--- config.mk ---
export PLATFORM = sky130hd
export DESIGN_NAME = fw_uart_loader_flat
export DESIGN_NICKNAME = d
export VERILOG_FILES = /design/src/rtl/fw_uart_loader_if.sv /design/src/rtl/fw_uart_loader.sv /design/src/flat_wrapper.sv
export SDC_FILE = /design/constraint.sdc
export NUM_CORES = 1
export LEC_CHECK = 0
export CORE_MARGIN = 3
export CORE_UTILIZATION = 30
export DETAILED_ROUTE_END_ITERATION = 8
export GPL_ROUTABILITY_DRIVEN = 0
export PLACE_DENSITY = 0.5
export SYNTH_ARGS = -nofsm -noshare
export SYNTH_HDL_FRONTEND = slang
export SYNTH_SLANG_ARGS = --single-unit
--- constraint.sdc ---
create_clock -name clk -period 2.6 [get_ports clk]
set_input_delay 0.26 -clock clk [delete_from_list [all_inputs] [get_ports clk]]
set_output_delay 0.26 -clock clk [all_outputs]
set_load 0.05 [all_outputs]
--- src/rtl/fw_uart_loader_if.sv ---
// Loader-side bus bundle: RX byte stream in, instruction-memory write port
// and boot-control status out. master = loader, slave = surrounding system.
interface fw_uart_loader_if #(
    parameter int unsigned ADDR_W = 14
);
    logic              rx_valid;
    logic [7:0]        rx_data;
    logic              rx_ready;
    logic              mem_we;
    logic [ADDR_W-1:0] mem_addr;
    logic [31:0]       mem_wdata;
    logic [3:0]        mem_wstrb;
    logic              cpu_hold;
    logic              load_done;
    logic              load_err;
    logic [1:0]        err_code;
    logic [ADDR_W:0]   words_loaded;

    modport master (
        input  rx_valid,
        input  rx_data,
        output rx_ready,
        output mem_we,
        output mem_addr,
        output mem_wdata,
        output mem_wstrb,
        output cpu_hold,
        output load_done,
        output load_err,
        output err_code,
        output words_loaded
    );

    modport slave (
        output rx_valid,
        output rx_data,
        input  rx_ready,
        input  mem_we,
        input  mem_addr,
        input  mem_wdata,
        input  mem_wstrb,
        input  cpu_hold,
        input  load_done,
        input  load_err,
        input  err_code,
        input  words_loaded
    );
endinterface

--- src/rtl/fw_uart_loader.sv ---
// Serial firmware loader: parses A5 / LEN_LO / LEN_HI / data / CSUM frames
// from the UART RX stream, writes little-endian words into instruction memory
// and holds the CPU in reset until a frame with a good checksum has landed.
module fw_uart_loader #(
    parameter int unsigned MEM_WORDS      = 16384,
    parameter int unsigned ADDR_W         = 14,
    parameter int unsigned TIMEOUT_CYCLES = 1000000
) (
    input logic              clk,
    input logic              rst_n,
    fw_uart_loader_if.master bus
);
    localparam int unsigned      GAP_W    = $clog2(TIMEOUT_CYCLES + 1);
    localparam logic [GAP_W-1:0] GAP_LAST = GAP_W'(TIMEOUT_CYCLES - 1);
    localparam logic [GAP_W-1:0] GAP_ONE  = GAP_W'(1);
    localparam logic [16:0]      LEN_MAX  = 17'(MEM_WORDS);
    localparam logic [ADDR_W:0]  WORD_ONE = (ADDR_W + 1)'(1);

    typedef enum logic [2:0] {
        S_IDLE,
        S_LEN0,
        S_LEN1,
        S_DATA,
        S_CSUM,
        S_DONE,
        S_ERR
    } state_t;

    typedef enum logic [1:0] {
        ERR_NONE    = 2'd0,
        ERR_LEN     = 2'd1,
        ERR_CSUM    = 2'd2,
        ERR_TIMEOUT = 2'd3
    } err_t;

    state_t            state_q;
    logic              rx_ready_q;
    logic              mem_we_q;
    logic [ADDR_W-1:0] mem_addr_q;
    logic [31:0]       mem_wdata_q;
    logic [3:0]        mem_wstrb_q;
    logic              cpu_hold_q;
    logic              load_done_q;
    logic              load_err_q;
    err_t              err_code_q;
    logic [ADDR_W:0]   words_q;
    logic [15:0]       len_q;
    logic [23:0]       word_q;
    logic [1:0]        lane_q;
    logic [7:0]        csum_q;
    logic [GAP_W-1:0]  gap_q;

    logic              accept_d;
    logic              active_d;
    logic [15:0]       len_d;
    logic              len_bad_d;
    logic              last_word_d;
    logic [31:0]       word_d;

    // Transfer qualification and frame-field decode from the current byte.
    always_comb begin
        accept_d    = bus.rx_valid & rx_ready_q;
        active_d    = (state_q == S_LEN0) || (state_q == S_LEN1) ||
                      (state_q == S_DATA) || (state_q == S_CSUM);
        len_d       = {bus.rx_data, len_q[7:0]};
        len_bad_d   = (len_d == '0) || ({1'b0, len_d} > LEN_MAX);
        last_word_d = (17'(words_q) + 17'd1) == {1'b0, len_q};
        word_d      = {bus.rx_data, word_q};
    end

    // Frame FSM with registered outputs; every transition except timeout
    // happens on an accepted byte. Timeout handling only acts when no byte
    // is accepted, so a byte on the expiry cycle always wins.
    always_ff @(posedge clk or negedge rst_n) begin
        if (!rst_n) begin
            state_q     <= S_IDLE;
            rx_ready_q  <= 1'b0;
            mem_we_q    <= 1'b0;
            mem_addr_q  <= '0;
            mem_wdata_q <= '0;
            mem_wstrb_q <= '0;
            cpu_hold_q  <= 1'b1;
            load_done_q <= 1'b0;
            load_err_q  <= 1'b0;
            err_code_q  <= ERR_NONE;
            words_q     <= '0;
            len_q       <= '0;
            word_q      <= '0;
            lane_q      <= '0;
            csum_q      <= '0;
            gap_q       <= '0;
        end else begin
            mem_we_q    <= 1'b0;
            mem_wstrb_q <= '0;

            case (state_q)
                S_IDLE: begin
                    rx_ready_q <= 1'b1;
                    if (accept_d && (bus.rx_data == 8'hA5)) begin
                        state_q <= S_LEN0;
                        csum_q  <= '0;
                        words_q <= '0;
                        lane_q  <= '0;
                    end
                end

                S_LEN0: begin
                    if (accept_d) begin
                        len_q[7:0] <= bus.rx_data;
                        state_q    <= S_LEN1;
                    end
                end

                S_LEN1: begin
                    if (accept_d) begin
                        len_q <= len_d;
                        if (len_bad_d) begin
                            state_q    <= S_ERR;
                            rx_ready_q <= 1'b0;
                            load_err_q <= 1'b1;
                            err_code_q <= ERR_LEN;
                        end else begin
                            state_q <= S_DATA;
                        end
                    end
                end

                S_DATA: begin
                    if (accept_d) begin
                        csum_q <= csum_q ^ bus.rx_data;
                        lane_q <= lane_q + 2'd1;
                        case (lane_q)
                            2'd0: word_q[7:0]   <= bus.rx_data;
                            2'd1: word_q[15:8]  <= bus.rx_data;
                            2'd2: word_q[23:16] <= bus.rx_data;
                            default: begin
                                // Write strobe lands in the cycle after the
                                // 4th byte, overlapping the next acceptance.
                                mem_we_q    <= 1'b1;
                                mem_wstrb_q <= '1;
                                mem_addr_q  <= words_q[ADDR_W-1:0];
                                mem_wdata_q <= word_d;
                                words_q     <= words_q + WORD_ONE;
                                if (last_word_d) begin
                                    state_q <= S_CSUM;
                                end
                            end
                        endcase
                    end
                end

                S_CSUM: begin
                    if (accept_d) begin
                        rx_ready_q <= 1'b0;
                        if (bus.rx_data == csum_q) begin
                            state_q     <= S_DONE;
                            load_done_q <= 1'b1;
                            cpu_hold_q  <= 1'b0;
                        end else begin
                            state_q    <= S_ERR;
                            load_err_q <= 1'b1;
                            err_code_q <= ERR_CSUM;
                        end
                    end
                end

                S_DONE: begin
                    rx_ready_q <= 1'b0;
                end

                S_ERR: begin
                    rx_ready_q <= 1'b0;
                end

                default: begin
                    state_q <= S_IDLE;
                end
            endcase

            if (!active_d || accept_d) begin
                gap_q <= '0;
            end else if (gap_q == GAP_LAST) begin
                state_q    <= S_ERR;
                rx_ready_q <= 1'b0;
                load_err_q <= 1'b1;
                err_code_q <= ERR_TIMEOUT;
            end else begin
                gap_q <= gap_q + GAP_ONE;
            end
        end
    end

    assign bus.rx_ready     = rx_ready_q;
    assign bus.mem_we       = mem_we_q;
    assign bus.mem_addr     = mem_addr_q;
    assign bus.mem_wdata    = mem_wdata_q;
    assign bus.mem_wstrb    = mem_wstrb_q;
    assign bus.cpu_hold     = cpu_hold_q;
    assign bus.load_done    = load_done_q;
    assign bus.load_err     = load_err_q;
    assign bus.err_code     = err_code_q;
    assign bus.words_loaded = words_q;
endmodule

--- src/flat_wrapper.sv ---
// flat-port wrapper written by rule: the top's interface ports become plain ports
module fw_uart_loader_flat 
#(
    parameter int unsigned MEM_WORDS      = 16384,
    parameter int unsigned ADDR_W         = 14,
    parameter int unsigned TIMEOUT_CYCLES = 1000000
)
  (clk, rst_n, bus_rx_valid, bus_rx_data, bus_rx_ready, bus_mem_we, bus_mem_addr, bus_mem_wdata, bus_mem_wstrb, bus_cpu_hold, bus_load_done, bus_load_err, bus_err_code, bus_words_loaded);
  fw_uart_loader_if #(.ADDR_W(ADDR_W)) bus_i ();
  input logic clk;
  input logic rst_n;
  input wire logic [$bits(bus_i.rx_valid)-1:0] bus_rx_valid;
  input wire logic [$bits(bus_i.rx_data)-1:0] bus_rx_data;
  output wire logic [$bits(bus_i.rx_ready)-1:0] bus_rx_ready;
  output wire logic [$bits(bus_i.mem_we)-1:0] bus_mem_we;
  output wire logic [$bits(bus_i.mem_addr)-1:0] bus_mem_addr;
  output wire logic [$bits(bus_i.mem_wdata)-1:0] bus_mem_wdata;
  output wire logic [$bits(bus_i.mem_wstrb)-1:0] bus_mem_wstrb;
  output wire logic [$bits(bus_i.cpu_hold)-1:0] bus_cpu_hold;
  output wire logic [$bits(bus_i.load_done)-1:0] bus_load_done;
  output wire logic [$bits(bus_i.load_err)-1:0] bus_load_err;
  output wire logic [$bits(bus_i.err_code)-1:0] bus_err_code;
  output wire logic [$bits(bus_i.words_loaded)-1:0] bus_words_loaded;
  assign bus_i.rx_valid = bus_rx_valid;
  assign bus_i.rx_data = bus_rx_data;
  assign bus_rx_ready = bus_i.rx_ready;
  assign bus_mem_we = bus_i.mem_we;
  assign bus_mem_addr = bus_i.mem_addr;
  assign bus_mem_wdata = bus_i.mem_wdata;
  assign bus_mem_wstrb = bus_i.mem_wstrb;
  assign bus_cpu_hold = bus_i.cpu_hold;
  assign bus_load_done = bus_i.load_done;
  assign bus_load_err = bus_i.load_err;
  assign bus_err_code = bus_i.err_code;
  assign bus_words_loaded = bus_i.words_loaded;
  fw_uart_loader #(.MEM_WORDS(MEM_WORDS), .ADDR_W(ADDR_W), .TIMEOUT_CYCLES(TIMEOUT_CYCLES)) u_core (.clk(clk), .rst_n(rst_n), .bus(bus_i));
endmodule
==> out/metrics.cfg <==
[cells_and_area]
stdcell_count = 1079
syn2layout_area_growth_pct = 28.9
nNetsFinal = 809
fillCellCount = 2160
finish.utilization = 0.401
seq_area_sq_um = 3540
drive_gt1_frac = 0.180
multi_input_area_sq_um = 2960
diodes = 0

[yosys]
synth_nets = 706
ys_warn_count = 0
netlist_instances = 689
synth_cell_types = 55
synth_fa_ha_area_frac = 0.0112
yosysTopAreaCell = dfrtp_1
syn_avg_cell_area_sq_um = 9.69
synth_xor_area_frac = 0.0591
synth_flop_cell = dfrtp_1
async_flop_share = 1.00
ys_seq_area_frac = 0.529
synth_area_sq_um = 6670
post-synth-top-count-cell = nand2_1
synth_top_family_by_area = simple AND/OR/NAND/NOR gates
muxShareOfSynthArea = 0.0690
synth_seq_cells = 141
synth_top_area_share = 0.525
synth_compound_area_frac = 0.0761
yosys.area_share.simple = 0.220
synth-edff-count = 0
synth.top_cells.by_count = nand2_1 (180), dfrtp_1 (140), o21ai_0 (53)
synth.area.top_cells = dfrtp_1 (52%), nand2_1 (10%), mux2_2 (6.7%), o21ai_0 (4.0%), xor2_1 (3.1%)

[worst_hold_path]
hold_path_class = input port to asynchronous set/reset pin

[clock_network]
clock-sinks = 141
cts_buffer_depth = 2
cts_tree = done
cts_root_buffer = clkbuf_16
h-tree-depth = 4
clk_latency_ns = 0.43
path_clk_slew_ns = 0.06
cts_buffers = 17

[timing]
finalSetupViolations = 0
final-hold-violation-count = 0
timing.final.crit_period_ns = 2.48
timing.final.crit_share = 0.953
worst_pin_slew_ns = 0.681
fmax_ghz = 0.404
slew_viol_final = 0
worst_slew_margin_rel = 0.545
skew_ns = 0.00983
rsz0062_at_grt = false
setup_ws_ns = 0.123

[power_and_ir_drop]
leakage_nw = 4.02
power_density_nw_per_um2 = 593
ir_drop_uv = 425
p_total_mw = 5.10

[critical_path]
crit_start = u_core.lane_q[1]
cp-end-kind = flip-flop
crit_top_cell = nand4_1
required_ns = 2.94
crit_chain = ha_2 -> nand3_2 -> a2111oi_4 -> nand4_1 -> a2111oi_2 -> nand4_1 -> or4_4 -> o211ai_2
max_stage_delay_ns = 0.58
crit_path_start_kind = flip-flop
cp_max_fo = 3
r2r-start = u_core.lane_q[1]
critical-path-top-delay-family = simple AND/OR/NAND/NOR gates
crit_slowest_cell = or4_4
crit_arrival_ns = 2.82
worstPathBufferInverterCount = 0
crit_type = flip-flop to flip-flop

[placed_design]
portBuffers = 82
placedCellCount = 1044
dp_hpwl_um = 11600
post-place-ws_ns = -0.0360

[floorplan]
fp.dieH_um = 155
rows = 53
initial_core_util = 0.312
ioPinCount = 83
die_x_um = 155
core-area_sq_um = 21400
dieArea_sq_um = 24100

[grt]
antenna_found_initial = 0
grt-ovfl-total = 0
grt_max_degree = 68
first_global_vias = 5267
grt_usage = 0.145
grt_pass1_wl_um = 28000

[route]
viasPerCell = 4.81
wl_per_cell_um = 15.6
drt_iter0_drc = 288
firstDrtPassIters = 4
vias = 5193
antenna_left = 0
wl_um = 16800
drc_errors = 0

[flow_run]
max_cap_violations = 0

[run_status]
status = finished, final reports clean

[flip-flops by register name, summed over array words and instances, names as in the netlist]
name / cells
u_core.state_q: 3
u_core.bus.words_loaded: 15
u_core.gap_q: 20
u_core.csum_q: 8
u_core.word_q: 24
u_core.lane_q: 2
u_core.bus.cpu_hold: 1
u_core.len_q: 16
u_core.bus.load_err: 1
u_core.bus.mem_addr: 14
u_core.bus.mem_wdata: 32
u_core.bus.rx_ready: 1
u_core.bus.mem_wstrb: 1
u_core.bus.err_code: 2
u_core.bus.load_done: 1
[path summary, 6_finish.rpt]
path | to | slack, ns | depth (start not counted)
worst max-delay path | u_core.state_q[2] | 0.12 | 8
worst min-delay path | u_core.bus.mem_addr[12] | 0.30 | 2
worst max register to register | u_core.state_q[2] | 0.12 | 8
worst min register to register | u_core.bus.mem_wdata[0] | 0.45 | 2
max in group asynchronous | u_core.gap_q[2] | 1.46 | 3
min in group clk | u_core.bus.mem_wdata[0] | 0.45 | 2
[cell usage in the layout (no fill, tap or decap), types with 9 or more instances in the layout]
cell	instances
nand2_1	179
dfrtp_1	134
clkdlybuf4s50_1	81
o21ai_0	53
nor2_1	45
buf_4	41
mux2_2	40
xor2_1	24
xnor2_1	21
nand3_1	17
clkbuf_16	17
a21oi_1	13
nor3_1	10
inv_1	9
[repair_timing]
action / in CTS / in global routing
endpoints found under the hold margin: 33 / 0
setup buffers: 0 / 3
setup endpoints to repair: 0 / 2
resized for setup: 0 / 8
hold buffers: 1 / 0
[stage by stage]
stage	area [sq um]	TNS, ns	hold slack, ns
final	8600	0	0.298
after global routing	8600	0	0.319
after CTS	8540	0	0.302
after detailed placement	7970	-0.0360	0.183
after global placement	7970	0	0.183
after floorplan	6700	0	-0.0356
[per-layer routing]
layer	vias to the layer above	part of all wire	global-route usage
met4	0	0.0097	0.0391
met1	2570	0.49	0.203
met2	94	0.45	0.225
met3	12	0.044	0.0337
met5	-	0	0
li1	2517	-	-
[layout make-up]
class	count	share of cell area
Tap cell	275	0.0400
Timing Repair Buffer	125	0.135
Multi-Input combinational cell	497	0.345
Inverter	10	0.00436
Clock inverter	14	0.0154
Sequential cell	141	0.411
Clock buffer	17	0.0495
[power by group]
part / leakage (nW) / internal, mW / switching, mW
registers: 1.93 / 2.28 / 0.0664
clock network: 0.273 / 1.25 / 1.05
logic: 1.81 / 0.179 / 0.275
total: 4.02 / 3.71 / 1.39
[logic make-up (layout without fill, tap and decap cells)]
group / count (synthesis) / in the layout
simple gates: 318 / 318
flops: 141 / 141
compound gates: 87 / 87
buf+inv: 51 / 166
xor+xnor: 45 / 45
mux: 41 / 41
fa+ha+maj: 6 / 6
Power figures use the tool's default switching activity.
